`src/rtl/vape_mc_pkg.sv`:
```
// Shared types, default widths and the packed-bound slice helper for the
// multi-channel execution-proof monitor.
package vape_mc_pkg;

  localparam int unsigned DEF_NUM_CH = 4;
  localparam int unsigned DEF_ADDR_W = 16;
  localparam int unsigned DEF_CNT_W  = 8;
  localparam int unsigned MAX_BUS_W  = 1024;

  typedef enum logic [1:0] {
    ST_IDLE = 2'd0,
    ST_RUN  = 2'd1,
    ST_DONE = 2'd2
  } ch_state_e;

  // Returns channel ch's bound in the low bits; callers size-cast to ADDR_W.
  function automatic logic [MAX_BUS_W-1:0] bound_slice(
    input logic [MAX_BUS_W-1:0] bus,
    input int unsigned          ch,
    input int unsigned          addr_w
  );
    return bus >> (ch * addr_w);
  endfunction

endpackage

```
`src/rtl/vape_exec_ch.sv`:
```
// One execution-proof channel: IDLE/RUN/DONE FSM with bounds latched on entry.
// Optional saturating abort counter under VAPE_ABORT_CNT_EN.
module vape_exec_ch
  import vape_mc_pkg::*;
#(
  parameter int unsigned ADDR_W = DEF_ADDR_W,
  parameter int unsigned CNT_W  = DEF_CNT_W
) (
  input  logic              clk,
  input  logic              reset,
  input  logic [ADDR_W-1:0] pc,
  input  logic [ADDR_W-1:0] er_min,
  input  logic [ADDR_W-1:0] er_max,
  input  logic              dmem_wen,
  input  logic [ADDR_W-1:0] dmem_addr,
  input  logic              viol,
`ifdef VAPE_ABORT_CNT_EN
  output logic [CNT_W-1:0]  abort_cnt,
`endif
  output logic              exec
);

  ch_state_e         state_q, state_d;
  logic [ADDR_W-1:0] min_q, min_d;
  logic [ADDR_W-1:0] max_q, max_d;

  logic cfg_ok, in_er, wr_er, cfg_chg, abort;

  assign cfg_ok  = (er_min <= er_max);
  assign in_er   = (pc >= er_min) && (pc <= er_max);
  assign wr_er   = dmem_wen && (dmem_addr >= er_min) && (dmem_addr <= er_max);
  assign cfg_chg = (er_min != min_q) || (er_max != max_q);
  assign abort   = viol || !cfg_ok || wr_er || ((state_q != ST_IDLE) && cfg_chg);

  always_comb begin
    state_d = state_q;
    min_d   = min_q;
    max_d   = max_q;
    case (state_q)
      ST_IDLE: begin
        if (!abort && (pc == er_min)) begin
          state_d = ST_RUN;
          min_d   = er_min;
          max_d   = er_max;
        end
      end
      ST_RUN: begin
        if (abort)               state_d = ST_IDLE;
        else if (pc == er_max)   state_d = ST_DONE;
        else if (!in_er)         state_d = ST_IDLE;
      end
      ST_DONE: begin
        if (abort) begin
          state_d = ST_IDLE;
        end else if (pc == er_min) begin
          state_d = ST_RUN;
          min_d   = er_min;
          max_d   = er_max;
        end
      end
      // Encoding 2'd3 is unreachable; fall back to IDLE if it ever appears.
      default: state_d = ST_IDLE;
    endcase
  end

  always_ff @(posedge clk or posedge reset) begin
    if (reset) begin
      state_q <= ST_IDLE;
      min_q   <= '0;
      max_q   <= '0;
    end else begin
      state_q <= state_d;
      min_q   <= min_d;
      max_q   <= max_d;
    end
  end

  assign exec = (state_q == ST_RUN) || (state_q == ST_DONE);

`ifdef VAPE_ABORT_CNT_EN
  logic [CNT_W-1:0] cnt_q, cnt_d;
  logic             dropped;

  assign dropped = ((state_q == ST_RUN) || (state_q == ST_DONE)) && (state_d == ST_IDLE);

  always_comb begin
    cnt_d = cnt_q;
    if (dropped && (cnt_q != {CNT_W{1'b1}})) cnt_d = cnt_q + 1'b1;
  end

  always_ff @(posedge clk or posedge reset) begin
    if (reset) cnt_q <= '0;
    else       cnt_q <= cnt_d;
  end

  assign abort_cnt = cnt_q;
`endif

endmodule

```
`src/rtl/vape_exec_monitor_mc.sv`:
```
// Top of the multi-channel execution-proof monitor: NUM_CH independent channels.
// Optional per-channel abort counters are built when VAPE_ABORT_CNT_EN is defined.
module vape_exec_monitor_mc
  import vape_mc_pkg::*;
#(
  parameter int unsigned NUM_CH = DEF_NUM_CH,
  parameter int unsigned ADDR_W = DEF_ADDR_W,
  parameter int unsigned CNT_W  = DEF_CNT_W
) (
  input  logic                     clk,
  input  logic                     reset,
  input  logic [ADDR_W-1:0]        pc,
  input  logic [NUM_CH*ADDR_W-1:0] er_min,
  input  logic [NUM_CH*ADDR_W-1:0] er_max,
  input  logic                     dmem_wen,
  input  logic [ADDR_W-1:0]        dmem_addr,
  input  logic                     viol,
`ifdef VAPE_ABORT_CNT_EN
  output logic [NUM_CH*CNT_W-1:0]  abort_cnt,
`endif
  output logic [NUM_CH-1:0]        exec,
  output logic                     exec_any
);

  for (genvar i = 0; i < NUM_CH; i++) begin : g_ch
    logic [ADDR_W-1:0] ch_min, ch_max;

    assign ch_min = ADDR_W'(bound_slice(MAX_BUS_W'(er_min), i, ADDR_W));
    assign ch_max = ADDR_W'(bound_slice(MAX_BUS_W'(er_max), i, ADDR_W));

    vape_exec_ch #(
      .ADDR_W (ADDR_W),
      .CNT_W  (CNT_W)
    ) u_ch (
      .clk       (clk),
      .reset     (reset),
      .pc        (pc),
      .er_min    (ch_min),
      .er_max    (ch_max),
      .dmem_wen  (dmem_wen),
      .dmem_addr (dmem_addr),
      .viol      (viol),
`ifdef VAPE_ABORT_CNT_EN
      .abort_cnt (abort_cnt[i*CNT_W +: CNT_W]),
`endif
      .exec      (exec[i])
    );
  end

  assign exec_any = |exec;

endmodule

```
`config.mk`:
```
export PLATFORM = sky130hd
export DESIGN_NAME = vape_exec_monitor_mc
export DESIGN_NICKNAME = d
export VERILOG_FILES = /design/src/rtl/vape_mc_pkg.sv /design/src/rtl/vape_exec_ch.sv /design/src/rtl/vape_exec_monitor_mc.sv
export SDC_FILE = /design/constraint.sdc
export NUM_CORES = 1
export LEC_CHECK = 0
export BUFFER_PORTS_ARGS = -buffer_cell sky130_fd_sc_hd__buf_4
export CAP_MARGIN = 20
export CORE_MARGIN = 2
export CORE_UTILIZATION = 40
export CTS_CLUSTER_SIZE = 30
export DETAILED_ROUTE_END_ITERATION = 7
export GPL_TIMING_DRIVEN = 0
export PLACE_DENSITY = 0.66
export SETUP_SLACK_MARGIN = 0.1
export SLEW_MARGIN = 15
export SYNTH_ARGS = -nofsm -noshare
export SYNTH_HDL_FRONTEND = slang
export SYNTH_SLANG_ARGS = --single-unit
```
`constraint.sdc`:
```
create_clock -name clk -period 11.4 [get_ports clk]
set_input_delay 0.57 -clock clk [delete_from_list [all_inputs] [get_ports clk]]
set_output_delay 0.57 -clock clk [all_outputs]
set_load 0.01 [all_outputs]
```
==> flow_summary.ini, run 1 <==
[critical_path]
end_kind = flop
path_class = input pin to flop
arrival_ps = 3850
critPathMaxFanout = 10
startpoint_type = input pin
rrSetupSlack_ps = 8470
worstPathRequired_ps = 11720

[cells_and_area]
num-fill-cells = 3295
syn_to_final_growth_pct = 17.49
nets = 2138
mostFrequentLayoutCells = ha_1, buf_4, inv_1
seq_area_mm2 = 0.003403
final_common_cell = ha_1
layout-drive-gt1-share_pct = 21.70
n_antenna_cell = 0
finalNonFillerCells = 2111
multi_input_comb_area_mm2 = 0.01031
post-route-util_pct = 47.64

[timing]
slew_headroom_pct = 34.50
fmax_mhz = 282.7
tns_ps = 0
fin_crit_sh_pct = 31.03
setup_viol = 0
fin_crit_ps = 3537
hold_violations = 0
final_max_slew_viol_count = 0
skew_ps = 9.675
rsz0062_at_grt = no
worst_pin_slew_ps = 973.5

[clock_network]
clockBufferDepth = 2
cts-root-buf = clkbuf_16
postCtsHoldBufs = 0
htreeDepth = 4
post-cts-setup-buffers = 0
path_clk_slew_ps = 60
clock_sinks = 136
clk_latency_ps = 440
cts_resized = 0
cts_tree = done
cts_buffers = 17

[synth]
yosysSeqAreaShare_pct = 23.65
ys_warn_count = 0
yosys.cell_types.count = 68
syn_area_mm2 = 0.01439
postSynth.asyncResetShare_pct = 100.0
synth_flop_cell = dfrtp_1
synthesis.nets = 1950
syn_avg_cell_area_um2 = 9.922
netlist_instances = 1450
synth_edf_count = 0
ys_seq_elements = 136

[detailed_routing]
drt_iter0_markers = 628
routed_via_density = 5.620
ant_nets = 0
routedWlPerCell_um = 20.64
num_vias = 11864
first_pass_iters = 5
routed_wl_mm = 43.56
drc_errors = 0

[placement]
dp_cells = 2080
post-dp-hpwl_mm = 35.34
port_buffers = 168
gp_congestion = 0.9269

[global_route]
antenna_found_initial = 0
grt_use_met1_pct = 30.20
gr-usage-met3_pct = 4.244
grt_pass1_wl_mm = 67.37
gr-total-overflow = 0
grt_use_met2_pct = 39.06
grt_usage_pct = 23.22
grt.busiest_layer = met2
grt_start_max_net_pins = 77
grt_pass1_vias = 12215

[floorplan]
io_pins = 169
die-area_mm2 = 0.03750
core-area_mm2 = 0.03548
die_w_um = 193.7
num_rows = 69
fp.dieH_um = 193.7
start_util_pct = 40.55

[run_status]
status = complete, no violations

[pwr]
power_density_mw_per_mm2 = 91.50
total_leakage_power_nw = 8.717
ir_drop_mv = 0.09530

[hold_path]
min_path_type = input pin to async pin

[job]
maxCapViolCount = 0
logic make-up (layout without fill, tap and decap cells):
kind of cell / count (synthesis) / after routing / synth area share [%]
and+or+nand+nor: 275 / 275 / 10.87
xor gates and xnor gates: 128 / 128 / 7.792
buffers and inverters: 160 / 360 / 4.705
muxes: 130 / 130 / 10.43
adders and majority gates: 336 / 336 / 29.22
AOI/OAI and AO/OA: 285 / 285 / 13.33
DFF: 136 / 136 / 23.65
worst paths after layout:
kind | startpoint | endpoint | cells past startpoint
max in group asynchronous | reset | g_ch[0].u_ch.min_q[13] | 3
max | dmem_addr[0] | g_ch[1].u_ch.min_q[14] | 12
max reg2reg | g_ch[1].u_ch.min_q[3] | g_ch[1].u_ch.min_q[14] | 9
min | reset | g_ch[3].u_ch.min_q[3] | 2
min in group clk | er_max[55] | g_ch[3].u_ch.max_q[7] | 2
min reg2reg | g_ch[3].u_ch.max_q[3] | g_ch[3].u_ch.max_q[3] | 1
cell usage after synthesis, types with 4 or more instances:
cell type | count | area, µm²
o2111ai_1 | 4 | 35.03
or2_2 | 6 | 37.54
a2111oi_0 | 4 | 35.03
or3_1 | 5 | 31.28
a31oi_1 | 4 | 25.02
nand3_1 | 14 | 70.07
a21oi_1 | 98 | 490.5
nand2_1 | 34 | 127.6
nor2b_1 | 22 | 137.6
a21o_1 | 69 | 518.0
mux2_4 | 10 | 150.1
xnor2_1 | 128 | 1121
a221o_1 | 4 | 40.04
buf_2 | 6 | 30.03
a211o_1 | 4 | 35.03
dfrtp_1 | 136 | 3403
a211oi_1 | 14 | 105.1
ha_1 | 336 | 4204
buf_6 | 5 | 56.30
nor3_1 | 13 | 65.06
o21a_1 | 4 | 30.03
o211ai_1 | 7 | 52.55
inv_1 | 144 | 540.5
nor2_1 | 34 | 127.6
nand4_1 | 96 | 600.6
mux2_2 | 118 | 1329
nand2b_1 | 13 | 81.33
o311a_1 | 4 | 40.04
o21ai_0 | 37 | 185.2
buf_4 | 4 | 30.03
nor4_1 | 13 | 81.33
critical path, stage by stage:
cell and delay (ps):
buf_4 100, inv_1 370, ha_1 320, nand2b_1 140, a21o_1 180, a211oi_1 210
o21ai_0 220, a21oi_1 210, a211oi_1 130, nor3_1 610, buf_2 410, mux2_2 370
metal layers:
| metal | vias up | wire length (µm) | share of wire [%] |
|---|---|---|---|
| met1 | 5693 | 19470 | 45 |
| met3 | 71 | 2502 | 5.7 |
| met5 | - | 0 | 0 |
| li1 | 5743 | - | - |
| met2 | 357 | 20480 | 47 |
| met4 | 0 | 1111 | 2.6 |
per-stage QoR:
step	hold WS [ps]	worst slack, ps	power, mW	cell area, µm²
5_1_grt	187.1	7603	1.630	16900
6_report	161.2	7863	1.547	16900
3_5_place_dp	515.2	7389	0.9290	16260
2_1_floorplan	485.8	7191	0.7458	14390
4_1_cts	173.5	7846	1.555	16900
3_3_place_gp	496.0	5206	0.9084	16230
final cells by class:
| class | count | area share (%) |
|---|---|---|
| Buffer | 16 | 0.8068 |
| Clock buffer | 20 | 2.642 |
| Clock inverter | 11 | 1.162 |
| Inverter | 144 | 3.242 |
| Multi-Input combinational cell | 1154 | 60.98 |
| Sequential cell | 136 | 20.13 |
| Tap cell | 461 | 3.412 |
| Timing Repair Buffer | 169 | 7.624 |
where the power goes:
part           total [mW]  leakage (nW)  switching [mW]  internal [mW]
combinational       0.438          6.51           0.249          0.188
sequential          0.487          1.90         0.00238          0.485
clock               0.622         0.307           0.228          0.394
total                1.55          8.72           0.480           1.07
flip-flops by register name, indices dropped and copies added (netlist names):
signal and count:
g_ch.u_ch.state_q 8, g_ch.u_ch.max_q 64, g_ch.u_ch.min_q 64
(Power assumes the default switching activity.)
==> inputs of run 2 (changes only) <==
Settings changed: ABC_AREA set to 1.
Clock period 11.4 ns to 3.4 ns, I/O delays scaled along.
==> run 2 against run 1 <==
Final cell count increased by 34%. Critical path depth grew 3. Clock skew fell by 0.98 ps. Worst hold slack got worse by 150 ps. Global-route usage rose by 0.89 points. Sequential share of layout area decreased by 1.8 points. Sequential cell count unchanged. Non-clock buffer count is 49 higher. First-iteration DRC count is 16% higher. Utilization grew 0.45 points. Final area increased by 9.7%. Largest cell class unchanged. Highest routed layer unchanged.
==> flow_summary.ini, run 2 <==
[run_status]
status = complete, no violations

[timing]
fin_crit_sh_pct = 73.89
fmax_mhz = 398.1
setup_ws_ps = 887.8
whs_ps = 7.164
setup_viol = 0
tns_ps = 0
rsz0062_at_grt = no
skew_ps = 8.699
slew_headroom_pct = 59.25
hold_violations = 0
final_max_slew_viol_count = 0
worst_pin_slew_ps = 610.6
fin_crit_ps = 2512

[critical_path]
end_kind = flop
reg2reg_depth = 13
path_class = input pin to flop
arrival_ps = 2840
startpoint_type = input pin
critPathMaxFanout = 10
worstPathRequired_ps = 3730

[hold_path]
min_path_type = input pin to flop
min_path_cells = 3

[global_route]
gr-total-overflow = 0
grt_start_max_net_pins = 35
grt_pass1_wl_mm = 76.00
grt_usage_pct = 24.11
grt_pass1_vias = 14338
antenna_found_initial = 0

[floorplan]
num_rows = 72
start_util_pct = 40.46
io_pins = 169
core-area_mm2 = 0.03856
die_w_um = 201.5
fp.dieH_um = 201.5
die-area_mm2 = 0.04060

[synth]
synthesis.nets = 2580
ys_warn_count = 0
synthTopCellsByArea = ha_1, dfrtp_1, nand2_1, xnor2_1, inv_1
yosysTopAreaCell = ha_1
netlist_instances = 2080
yosys.area.top_type_share_pct = 26.95
yosysMostFrequentCell = nand2_1
postSynth.asyncResetShare_pct = 100.0
yosysSeqAreaShare_pct = 21.81
syn_area_mm2 = 0.01560
ys_seq_elements = 136
synth_edf_count = 0
syn_avg_cell_area_um2 = 7.501
yosys.cell_types.count = 41
synth_flop_cell = dfrtp_1
ys_top_cells_by_count = nand2_1, ha_1, inv_1

[pwr]
power_density_mw_per_mm2 = 298.7
seq_power_share_pct = 29.6
p_switching_mw = 1.831
p_int_mw = 3.707
combPwrFrac_pct = 30.2
ir_drop_mv = 0.3148
switching_share_pct = 33.06
total_leakage_power_nw = 9.877
clkPwrFrac_pct = 40.1

[cells_and_area]
layout-drive-gt1-share_pct = 15.75
post-route-util_pct = 48.09
final_common_cell = nand2_1
n_antenna_cell = 0
mostFrequentLayoutCells = nand2_1, ha_1, inv_1
finalNonFillerCells = 2829
nets = 2799
num-fill-cells = 3801
top_regs = g_ch.u_ch.max_q: 64 flops, g_ch.u_ch.min_q: 64 flops, g_ch.u_ch.state_q: 8 flops
syn_to_final_growth_pct = 18.85

[detailed_routing]
first_pass_iters = 7
drt_iter0_markers = 730
routed_wl_mm = 48.52
routedWlPerCell_um = 17.15
routed_via_density = 5.112
ant_nets = 0
num_vias = 14461
drc_errors = 0

[placement]
port_buffers = 168
gp_congestion = 0.9212
dp_cells = 2770
post-dp-hpwl_mm = 37.94
dp_slack_ps = 867.5

[clock_network]
cts_buffers = 17
clock_sinks = 136
clk_latency_ps = 440
cts-root-buf = clkbuf_16
clockBufferDepth = 2
path_clk_slew_ps = 60
htreeDepth = 4
post-cts-setup-buffers = 0
cts_resized = 0
cts_tree = done

[job]
maxCapViolCount = 0
run 2: critical path: stages:
cell,delay (ps)
dlygate4sd3_1,530
buf_4,150
inv_1,190
ha_1,310
a21oi_1,130
nand2_1,70
a21oi_1,190
nand2_1,100
a21oi_2,220
nand3_2,160
inv_2,110
o211ai_2,130
buf_2,230
nand2_1,80
nand2_1,50
run 2: final cells by class:
type / instances / area [µm²] / area share (%)
plain buffers: 34 / 281.5 / 1.518
clock inverters: 12 / 224.0 / 1.208
clock buffers: 19 / 442.9 / 2.389
multi-input cells: 1668 / 11010 / 59.37
repair buffers: 200 / 1622 / 8.746
inverters: 242 / 912.1 / 4.919
well taps: 518 / 648.1 / 3.496
flip-flops and latches: 136 / 3403 / 18.35
run 2: logic make-up after synthesis:
family	Yosys count	share of synthesized area [%]
and+or+nand+nor	938	25.78
xor gates and xnor gates	116	6.512
adders and majority gates	336	26.95
AOI/OAI and AO/OA	278	11.32
DFF	136	21.81
buffers and inverters	276	7.627
run 2: final timing paths:
| kind | from | endpoint | slack [ps] |
|---|---|---|---|
| max in group asynchronous | reset | g_ch[2].u_ch.min_q[12] | 2260 |
| hold / removal | er_max[29] | g_ch[1].u_ch.max_q[13] | 7 |
| min in group asynchronous | reset | g_ch[0].u_ch.state_q[1] | 330 |
| setup / recovery | er_max[27] | g_ch[1].u_ch.max_q[7] | 890 |
| setup reg to reg | g_ch[3].u_ch.max_q[7] | g_ch[3].u_ch.min_q[4] | 1400 |
| hold reg to reg | g_ch[1].u_ch.min_q[11] | g_ch[1].u_ch.min_q[11] | 490 |
run 2: repair_timing:
item                                    CTS  global route
hold buffers                             28             0
endpoints found under the setup margin    0             0
hold endpoints to repair                 41             0
run 2: metrics by stage:
step	instance area [µm²]	power [mW]
floorplan	15610	2.652
global placement	17510	3.224
detailed placement	17590	3.307
CTS	18540	5.565
global route	18540	5.855
finish	18540	5.538
run 2: power by group through the flow:
stage	registers [mW]	clock network (mW)	logic, mW
2_1_floorplan	1.67	0	0.983
3_3_place_gp	1.67	0	1.55
3_5_place_dp	1.67	0	1.64
4_1_cts	1.64	2.25	1.68
5_1_grt	1.64	2.31	1.90
6_report	1.64	2.22	1.67
run 2: routing by layer:
layer	part of all wire, %	GRT usage (%)	up-vias
met4	4.9	12.11	0
met3	4.0	3.288	110
met5	0	0	-
met1	46	31.54	6673
li1	-	-	7316
met2	45	38.98	362
==> inputs of run 3 (changes only) <==
Settings changed: ABC_AREA 1 to 0, PLACE_DENSITY 0.66 to 0.69.
Clock period 3.4 ns to 2.25 ns, I/O delays scaled along.
==> run 3 against run 2 <==
The flow now finishes with violations (negative setup slack). Count of clock-buffer cells in the layout is the same. Worst hold slack gained 150 ps. First-iteration DRC count shrank 24%. Final area grew 6.3%. Die area shrank 7.6%. Final cell count shrank 19%. Largest cell class unchanged.
==> flow_summary.ini, run 3 (synthesis gave the netlist of run 1 again) <==
[run_status]
status = complete, but fails checks
violations = negative setup slack

[timing]
fmax_mhz = 389.1
slew_headroom_pct = 35.11
setup_viol = 134
fin_crit_ps = 2570
fin_crit_sh_pct = 114.2
skew_ps = 11.49
hold_violations = 0
final_max_slew_viol_count = 0
rsz0062_at_grt = yes
worst_pin_slew_ps = 964.5
setup_ws_ps = -320.3

[critical_path]
arrival_ps = 2900
critPathMaxFanout = 6
reg2reg_depth = 9
worst_path_max_delay_cell = dfrtp_1
path_class = flop to flop
worstPathRequired_ps = 2580
worstPathCellList = xnor2_1 -> nand4_1 -> nor4_4 -> a21oi_2 -> a2111oi_4 -> buf_4 -> nand3b_4 -> buf_12 -> mux2_2
slowest_delay_ps = 390
rrSetupSlack_ps = -320
rr_endpoint = g_ch[0].u_ch.max_q[9]
r2r-start = g_ch[0].u_ch.min_q[8]
end_kind = flop
startpoint_type = flop

[job]
maxCapViolCount = 0

[floorplan]
fp.dieH_um = 193.7
start_util_pct = 40.55
core-area_mm2 = 0.03548
die_w_um = 193.7
io_pins = 169
die-area_mm2 = 0.03750
num_rows = 69

[clock_network]
cts-root-buf = clkbuf_16
cts_buffers = 17
clock_sinks = 136
path_clk_slew_ps = 70
clk_latency_ps = 460
cts_tree = done
clockBufferDepth = 2
htreeDepth = 4

[global_route]
grt_pass1_wl_mm = 78.76
grt_pass1_vias = 14002
gr-total-overflow = 0
grt_usage_pct = 27.01
antenna_found_initial = 0
grt_start_max_net_pins = 36

[cells_and_area]
syn_to_final_growth_pct = 36.94
multi_input_comb_area_mm2 = 0.01093
stdcell_area_mm2 = 0.01970
num-fill-cells = 3002
n_antenna_cell = 0
top_regs = g_ch.u_ch.max_q: 64 flops, g_ch.u_ch.min_q: 64 flops, g_ch.u_ch.state_q: 8 flops
layout-drive-gt1-share_pct = 26.51
nets = 2329
final_common_cell = ha_1
mostFrequentLayoutCells = ha_1, buf_4, inv_1, dfrtp_1, dlygate4sd3_1
seq_area_mm2 = 0.003403

[pwr]
p_switching_mw = 2.616
ir_drop_mv = 0.5746
seq_power_share_pct = 30.5
p_int_mw = 5.463
clkPwrFrac_pct = 36.9
combPwrFrac_pct = 32.6
total_leakage_power_nw = 9.895
power_density_mw_per_mm2 = 410.1
switching_share_pct = 32.39

[placement]
dp_slack_ps = -1153
port_buffers = 168
placed_area_mm2 = 0.01661
gp_congestion = 0.9070
post-dp-hpwl_mm = 36.45

[detailed_routing]
ant_nets = 0
routedWlPerCell_um = 22.09
drc_errors = 0
num_vias = 13124
routed_wl_mm = 50.86
first_pass_iters = 4
routed_via_density = 5.701
drt_iter0_markers = 556

[hold_path]
min_path_type = input pin to async pin
## run 3: cell types whose count changed in the layout (fill, tap and decap cells not counted), sizes merged, moves of 61 or more
cell / delta
a21o: +67
dlygate4sd3: +101
inv: -99
mux2: +129
nand2: -564
nand3: -103
nand4: +65
nor2: -118
o21ai: -61
## run 3: stage by stage
stage / util, % / cells / hold WS [ps] / total power [mW] / TNS [ps]
CTS: 55.02 / 2300 / 148.2 / 8.006 / -21740
floorplan: - / 1450 / 260.5 / 3.827 / -14130
finish: 55.53 / 2302 / 153.2 / 8.079 / -26530
global route: 55.53 / 2302 / 165.9 / 8.476 / -40350
global placement: 46.60 / 2079 / 371.6 / 4.655 / -175210
detailed placement: 46.82 / 2083 / 80.96 / 4.769 / -94440
## run 3: critical path: cells and delay by family, from the launching register on
kind,cells,cell delay [ps]
muxes,1,270
and+or+nand+nor,3,690
DFF,1,390
xor gates and xnor gates,1,190
buffers and inverters,2,420
AOI/OAI and AO/OA,2,490
## run 3: timing repair
| action | CTS | global route |
|---|---|---|
| gates resized for setup | 80 | 41 |
| gates cloned | 11 | 0 |
| endpoints found under the setup margin | 137 | 137 |
| pin swaps | 28 | 44 |
| hold endpoints to repair | 194 | 0 |
| hold buffers | 129 | 0 |
| setup buffers | 50 | 11 |
## run 3: power by group through the flow
stage / clock (mW) / combinational (mW) / sequential, mW
3_3_place_gp: 0 / 2.14 / 2.51
5_1_grt: 3.09 / 2.92 / 2.47
6_report: 2.98 / 2.63 / 2.47
2_1_floorplan: 0 / 1.32 / 2.51
3_5_place_dp: 0 / 2.26 / 2.51
4_1_cts: 3.01 / 2.53 / 2.47
## run 3: worst max-delay path by stage
| stage | from | endpoint | slack, ps | depth (start not counted) |
|---|---|---|---|---|
| after detailed placement | dmem_addr[0] | g_ch[0].u_ch.min_q[2] | -1150 | 13 |
| final | g_ch[0].u_ch.min_q[8] | g_ch[0].u_ch.max_q[9] | -320 | 9 |
| after global placement | dmem_addr[0] | g_ch[0].u_ch.min_q[7] | -1110 | 13 |
| after CTS | g_ch[0].u_ch.max_q[13] | g_ch[0].u_ch.max_q[7] | -240 | 9 |
| after global routing | g_ch[0].u_ch.max_q[5] | g_ch[0].u_ch.max_q[4] | -420 | 9 |
| after floorplan | dmem_addr[0] | g_ch[0].u_ch.min_q[0] | -520 | 12 |
## run 3: layout make-up
type	instances	share of cell area, %
multi-input combinational	1154	55.48
tap	461	2.928
clock buffer	19	2.299
clock inverter	12	0.7621
inverter	144	2.928
sequential	136	17.27
timing repair buffer	360	17.19
buffer	16	1.137
## run 3: layer usage
metal | vias to the layer above | share of wire, % | track usage (%)
met5 | - | 0 | 0
met4 | 0 | 4.1 | 11.22
met3 | 117 | 5.0 | 4.401
met2 | 381 | 47 | 45.07
met1 | 6486 | 44 | 34.69
li1 | 6140 | - | -
